<file path="src/rtl/bram_stream_reader.sv">
// Streams a contiguous BRAM region out as one AXI-Stream frame, arithmetically
// right-shifting each word by a per-frame amount. A 2-entry FWFT buffer absorbs backpressure.
module bram_stream_reader #(
  parameter int AXIS_TDATA_WIDTH = 32,
  parameter int BRAM_DATA_WIDTH  = 32,
  parameter int BRAM_ADDR_WIDTH  = 16
) (
  input  logic                        aclk,
  input  logic                        areset,
  input  logic [BRAM_ADDR_WIDTH-1:0]  cfg_length,
  input  logic [5:0]                  cfg_shift,
  input  logic                        start,
  output logic                        busy,
  output logic                        done,
  output logic [AXIS_TDATA_WIDTH-1:0] M_AXIS_tdata,
  output logic                        M_AXIS_tvalid,
  input  logic                        M_AXIS_tready,
  output logic                        M_AXIS_tlast,
  output logic                        bram_porta_clk,
  output logic                        bram_porta_rst,
  output logic [BRAM_ADDR_WIDTH-1:0]  bram_porta_addr,
  input  logic [BRAM_DATA_WIDTH-1:0]  bram_porta_rddata,
  output logic [BRAM_DATA_WIDTH-1:0]  bram_porta_wrdata,
  output logic                        bram_porta_we
);

  typedef enum logic [1:0] {
    S_IDLE  = 2'd0,
    S_RUN   = 2'd1,
    S_DRAIN = 2'd2
  } state_t;

  state_t                      state_q, state_d;
  logic [BRAM_ADDR_WIDTH-1:0]  addr_q, addr_d;
  logic [BRAM_ADDR_WIDTH-1:0]  len_q, len_d;
  logic [5:0]                  shift_q, shift_d;
  logic                        inflight_q, inflight_d;
  logic                        rd_last_q, rd_last_d;
  logic                        busy_q, busy_d;
  logic                        done_q, done_d;
  logic [1:0]                  count_q, count_d;
  logic [AXIS_TDATA_WIDTH-1:0] data0_q, data0_d;
  logic [AXIS_TDATA_WIDTH-1:0] data1_q, data1_d;
  logic                        last0_q, last0_d;
  logic                        last1_q, last1_d;

  logic                        pop_s;
  logic                        push_s;
  logic                        issue_s;
  logic [2:0]                  occ_s;
  logic                        is_last_addr_s;
  logic [BRAM_DATA_WIDTH-1:0]  shifted_s;
  logic [AXIS_TDATA_WIDTH-1:0] cap_data_s;

  // Shift amounts at or beyond the word width collapse to a full sign fill.
  function automatic logic [BRAM_DATA_WIDTH-1:0] asr_sat(
    input logic [BRAM_DATA_WIDTH-1:0] d,
    input logic [5:0]                 s
  );
    logic signed [BRAM_DATA_WIDTH-1:0] sd;
    logic [5:0]                        amt;
    sd = d;
    if (32'(s) >= BRAM_DATA_WIDTH) begin
      amt = 6'(BRAM_DATA_WIDTH - 1);
    end else begin
      amt = s;
    end
    return sd >>> amt;
  endfunction

  assign shifted_s  = asr_sat(bram_porta_rddata, shift_q);
  assign cap_data_s = shifted_s[AXIS_TDATA_WIDTH-1:0];

  assign pop_s          = M_AXIS_tvalid & M_AXIS_tready;
  assign push_s         = inflight_q;
  assign occ_s          = {1'b0, count_q} + {2'b00, inflight_q};
  assign issue_s        = (state_q == S_RUN) && (occ_s < (3'd2 + {2'b00, pop_s}));
  assign is_last_addr_s = (addr_q == (len_q - BRAM_ADDR_WIDTH'(1)));

  assign M_AXIS_tvalid     = (count_q != 2'd0);
  assign M_AXIS_tdata      = data0_q;
  assign M_AXIS_tlast      = last0_q & M_AXIS_tvalid;
  assign busy              = busy_q;
  assign done              = done_q;
  assign bram_porta_clk    = aclk;
  assign bram_porta_rst    = areset;
  assign bram_porta_addr   = addr_q;
  assign bram_porta_wrdata = '0;
  assign bram_porta_we     = 1'b0;

  // Control FSM: frame sequencing, read issue and completion.
  always_comb begin
    state_d    = state_q;
    addr_d     = addr_q;
    len_d      = len_q;
    shift_d    = shift_q;
    inflight_d = 1'b0;
    rd_last_d  = rd_last_q;
    busy_d     = busy_q;
    done_d     = 1'b0;
    case (state_q)
      S_IDLE: begin
        if (start) begin
          if (cfg_length != '0) begin
            len_d   = cfg_length;
            shift_d = cfg_shift;
            addr_d  = '0;
            busy_d  = 1'b1;
            state_d = S_RUN;
          end else begin
            done_d  = 1'b1;
          end
        end else begin
          state_d = S_IDLE;
        end
      end
      S_RUN: begin
        if (issue_s) begin
          inflight_d = 1'b1;
          rd_last_d  = is_last_addr_s;
          if (is_last_addr_s) begin
            state_d = S_DRAIN;
          end else begin
            addr_d  = addr_q + BRAM_ADDR_WIDTH'(1);
          end
        end else begin
          state_d = S_RUN;
        end
      end
      S_DRAIN: begin
        // The final handshake empties the buffer, so done lands the cycle after it.
        if (!inflight_q && (count_d == 2'd0)) begin
          done_d  = 1'b1;
          busy_d  = 1'b0;
          state_d = S_IDLE;
        end else begin
          state_d = S_DRAIN;
        end
      end
      default: begin
        state_d = S_IDLE;
        busy_d  = 1'b0;
      end
    endcase
  end

  // Two-entry FWFT buffer; entry 0 is always the head.
  always_comb begin
    count_d = count_q;
    data0_d = data0_q;
    data1_d = data1_q;
    last0_d = last0_q;
    last1_d = last1_q;
    case (count_q)
      2'd0: begin
        if (push_s) begin
          data0_d = cap_data_s;
          last0_d = rd_last_q;
          count_d = 2'd1;
        end else begin
          count_d = 2'd0;
        end
      end
      2'd1: begin
        case ({push_s, pop_s})
          2'b10: begin
            data1_d = cap_data_s;
            last1_d = rd_last_q;
            count_d = 2'd2;
          end
          2'b11: begin
            data0_d = cap_data_s;
            last0_d = rd_last_q;
          end
          2'b01: count_d = 2'd0;
          default: count_d = 2'd1;
        endcase
      end
      2'd2: begin
        if (pop_s) begin
          data0_d = data1_q;
          last0_d = last1_q;
          if (push_s) begin
            data1_d = cap_data_s;
            last1_d = rd_last_q;
          end else begin
            count_d = 2'd1;
          end
        end else begin
          count_d = 2'd2;
        end
      end
      default: count_d = 2'd0;
    endcase
  end

  // State register for control and buffer.
  always_ff @(posedge aclk or posedge areset) begin
    if (areset) begin
      state_q    <= S_IDLE;
      addr_q     <= '0;
      len_q      <= '0;
      shift_q    <= 6'd0;
      inflight_q <= 1'b0;
      rd_last_q  <= 1'b0;
      busy_q     <= 1'b0;
      done_q     <= 1'b0;
      count_q    <= 2'd0;
      data0_q    <= '0;
      data1_q    <= '0;
      last0_q    <= 1'b0;
      last1_q    <= 1'b0;
    end else begin
      state_q    <= state_d;
      addr_q     <= addr_d;
      len_q      <= len_d;
      shift_q    <= shift_d;
      inflight_q <= inflight_d;
      rd_last_q  <= rd_last_d;
      busy_q     <= busy_d;
      done_q     <= done_d;
      count_q    <= count_d;
      data0_q    <= data0_d;
      data1_q    <= data1_d;
      last0_q    <= last0_d;
      last1_q    <= last1_d;
    end
  end

endmodule
</file>
<file path="config.mk">
export PLATFORM = sky130hd
export DESIGN_NAME = bram_stream_reader
export DESIGN_NICKNAME = d
export VERILOG_FILES = /design/src/rtl/bram_stream_reader.sv
export SDC_FILE = /design/constraint.sdc
export NUM_CORES = 1
export LEC_CHECK = 0
export ABC_AREA = 0
export CORE_AREA = 2 2 154 126
export CTS_BUF_LIST = sky130_fd_sc_hd__clkbuf_16
export DETAILED_ROUTE_END_ITERATION = 16
export DIE_AREA = 0 0 156 128
export SLEW_MARGIN = 15
export SYNTH_ARGS = -nofsm -noshare
export SYNTH_HDL_FRONTEND = slang
export SYNTH_SLANG_ARGS = --single-unit
export TNS_END_PERCENT = 5
</file>
<file path="constraint.sdc">
create_clock -name aclk -period 5 [get_ports aclk]
set_clock_uncertainty 0.2 [all_clocks]
set_input_delay 1 -clock aclk [delete_from_list [all_inputs] [get_ports aclk]]
set_output_delay 1 -clock aclk [all_outputs]
set_load 0.01 [all_outputs]
</file>
; ---- After elaboration in Yosys (flattened, before gate mapping)
; Index checks and enable logic that the tools add are counted.
[totals]
ff_bits = 112
inputBits = 58
output_inout_bits = 87
wordCells = 102
[classes]
addsub = 4
magnitude_cmp = 2
n_eq_ne = 20
shift = 1
mux = 41
n_bitwise = 3
reduce_logical = 18
[ops]
columns = cell, n
row1 = 32-bit 2-to-1 mux, 5
row2 = 32-bit one-hot mux with 3 select lines, 1
row3 = 16-bit 2-to-1 mux, 4
row4 = 32-bit one-hot mux with 2 select lines, 1
row5 = 16-bit one-hot mux with 2 select lines, 1
row6 = 32-bit by 6-bit >>> shifter with 32-bit output, 1
row7 = 2-bit != test (second input constant), 9
row8 = 2-bit one-hot mux with 3 select lines, 3
row9 = 16-bit by 1-bit adder with 16-bit output (second input constant), 1
row10 = 16-bit == test, 1
row11 = 16-bit nonzero test, 1
row12 = 16-bit by 1-bit subtractor with 16-bit output (second input constant), 1
row13 = 1-bit 2-to-1 mux, 14
row14 = 2-bit 2-to-1 mux, 7
row15 = 4-bit AND reduction, 3
row16 = 2-bit == test (second input constant), 4
row17 = 2-bit by 1-bit == test with 1-bit output (second input constant), 3
row18 = 6-bit greater-or-equal comparator (second input constant), 1
row19 = 2-bit logical NOT, 3
row20 = 6-bit 2-to-1 mux, 1
row21 = 3-bit != test (second input constant), 2
row22 = 1-bit one-hot mux with 3 select lines, 2
row23 = 2-bit nonzero test, 3
row24 = 5-bit AND reduction, 1
row25 = other kinds (12), 16

; ---- Longest topological paths before layout
[depth]
ltp_word = 9
depth_mapped = 12
depth_no_buf = 10

==> reports/results.txt <==
P_sw -> 2.486 mW
synth top area cells -> dfrtp_1 (39%), mux4_2 (7.8%), nand2_1 (6.9%), o21ai_0 (5.3%), mux2i_1 (5.1%)
standby leakage power -> 3.650 nW
Design Area, Final -> 8832 sq um
antenna cells -> 0
total power -> 5.704 mW
I/O pin total -> 145
initial antenna violation count -> 0
Worst setup SP type -> clock port
DPL Wire Length -> 13970 um
Post-synth EDFFs -> 0
status -> complete, no violations
# Post-CTS Setup Buffers -> 0
Register Area -> 2803 sq um
RD Place Congestion -> 0.9156
clock share of power -> 0.170
Routed Antenna Nets -> 0
clock latency on the worst-skew pair -> 0.47 ns
reg2reg start -> shift_q[5]$_DFFE_PP0P_
WL/cell -> 17.29 um
CTS tree -> built
Worst Setup EP -> bram_porta_clk
share of layout cells above drive strength 1 -> 0.09751
RSZ-0062 raised after global routing -> no
Worst slew margin -> 0.2296
first-pass GRT wire length -> 30900 um
type of destination of the critical path -> primary output
Worst Tran Pin Value -> 1.154 ns
largest net degree at the start of global routing -> 66
Initial DRC Count -> 485
Netlist cell types -> 60
register bit total from synthesis -> 112
Worst Setup SP -> aclk
post-CTS resize count -> 0
filler instances -> 1770
Area Growth Syn to Fin -> 22.11%
post-DR vias/cell -> 5.568
CP Data Required Time -> 3.80 ns
R2R cell count -> 7
vias in the first global route -> 5612
multi-input gate area in the final layout -> 4035 sq um
Residual DRC -> 0
reg2reg setup slack -> 1.69 ns
setup_tns -> 0 ns
CP Class -> clk2out
sequential share of the synthesized area -> 0.3875
Starting Density -> 0.3905
most frequent cells in the layout -> nand2_1 (133), dfrtp_1 (112), clkdlybuf4s50_1 (111)
Max Cap Viol -> 0
CORE AREA -> 18520 sq um
# setup viols final -> 0
max-slew violation count -> 0
Cell Area, Placed -> 8388 sq um
pre-CTS WS -> 0.8512 ns
switch share -> 0.4358
final net count -> 940
critical path peak fanout -> 2
Netlist Area Pre-Place -> 7233 sq um
Comb power frac -> 0.543
Site Rows -> 45
vias post-DR -> 6220
synthesis warning total -> 0
Cells after Synth -> 798
Syn Area/Cell -> 9.064 sq um
fin worst setup slack -> 0.5903 ns
main flop type after synthesis -> dfrtp_1
Clk pin slew, worst setup/hold paths -> 0.08 ns
reg-to-reg endpoint -> data1_q[6]$_DFFE_PP0P_
grt total ovfl -> 0
Flop pwr share -> 0.287
Die Y -> 128 um
post-synth top area cell -> dfrtp_1
WHS -> 0.2766 ns
Hold/Removal Path Class -> reg2reg
all-layer global routing usage -> 0.1965
FFs w/ async S/R, synth -> 1.000
final hold vios -> 0
Yosys top cell area share -> 0.3875
Max VDD drop -> 0.0002399 V
Placed Cells -> 1097
Arr. time, crit path -> 3.21 ns
drt total wl -> 19320 um
PwrDens -> 645.8 nW/um^2
fin cells -> 1117
DIE AREA -> 19970 sq um
DR pass1 iterations -> 5
hold_buf cts -> 0
Layout Utilization -> 0.4768
Port Buffers -> 111
commonest non-fill, non-tap cell in the layout -> nand2_1
Die X -> 156 um
Power Internal -> 3.218 mW
worst max-delay path, stage by stage:
cell,delay (ns)
clkbuf_16,0.12
clkbuf_16,0.12
clkdlybuf4s50_1,0.47
power groups by stage:
stage	Clock [mW]	Sequential, mW	Combinational (mW)
after CTS	0.990	1.64	3.06
after global routing	1.03	1.69	3.43
after floorplan	0.0165	1.57	2.10
after detailed placement	0.0203	1.65	3.05
final	0.967	1.64	3.10
after global placement	0.0203	1.65	3.02
cell type report:
| class | instances | area share |
|---|---|---|
| sequential | 112 | 0.3173 |
| inverter | 10 | 0.004533 |
| tap | 235 | 0.03329 |
| clock inverter | 7 | 0.01402 |
| clock buffer | 13 | 0.03513 |
| multi-input combinational | 615 | 0.4569 |
| timing repair buffer | 125 | 0.1388 |
logic make-up (layout without fill, tap and decap cells):
logic type               after synthesis  after routing  share of synthesized area
multiplexers                          70             70                     0.1415
buffers and inverters                103            155                    0.07628
flip-flops                           112            112                     0.3875
XOR/XNOR                              20             20                    0.02422
other                                  1             33                  0.0005184
adder cells (fa/ha/maj)                5              5                   0.008649
AND/OR/NAND/NOR                      265            265                     0.1828
AO/OA/AOI/OAI                        222            222                     0.1785
registers in the layout, summed over array words and instances (netlist names), 2 cells and up:
| register | flops |
|---|---|
| shift_q | 6 |
| count_q | 2 |
| data1_q | 32 |
| state_q | 2 |
| len_q | 16 |
| M_AXIS_tdata | 32 |
| bram_porta_addr | 16 |
cells in the mapped netlist (7+ instances only):
master	instances
nor4_1	11
a211oi_1	16
inv_1	9
mux2_2	8
nor3_1	7
o21ai_0	77
a21oi_1	67
dfrtp_1	112
o211ai_1	11
nand2_1	133
a31oi_1	9
xnor2_1	11
xor2_1	9
nor2_1	24
mux2i_1	37
mux4_2	25
or3_1	28
buf_4	36
o21ai_1	7
clkbuf_1	42
or4_1	9
worst min path at each step:
stage | startpoint | to | slack (ns) | depth (start not counted)
after detailed placement | data1_q[15]$_DFFE_PP0P_ | data1_q[15]$_DFFE_PP0P_ | 0.26 | 2
after global routing | data1_q[26]$_DFFE_PP0P_ | data1_q[26]$_DFFE_PP0P_ | 0.30 | 1
after floorplan | data1_q[0]$_DFFE_PP0P_ | data1_q[0]$_DFFE_PP0P_ | 0.24 | 2
after CTS | data1_q[13]$_DFFE_PP0P_ | data1_q[13]$_DFFE_PP0P_ | 0.28 | 2
final | data1_q[12]$_DFFE_PP0P_ | data1_q[12]$_DFFE_PP0P_ | 0.28 | 2
after global placement | data1_q[3]$_DFFE_PP0P_ | data1_q[3]$_DFFE_PP0P_ | 0.25 | 2
per-layer routing:
layer  global-route usage  up-vias  routed length [um]
li1                     -     3003                   -
met1               0.3205     2975                9899
met2               0.2639      232                7976
met3              0.03820       10                1284
met4              0.04425        0                 158
met5                    0        -                   0
No activity file was read; power rests on OpenSTA's default activity.
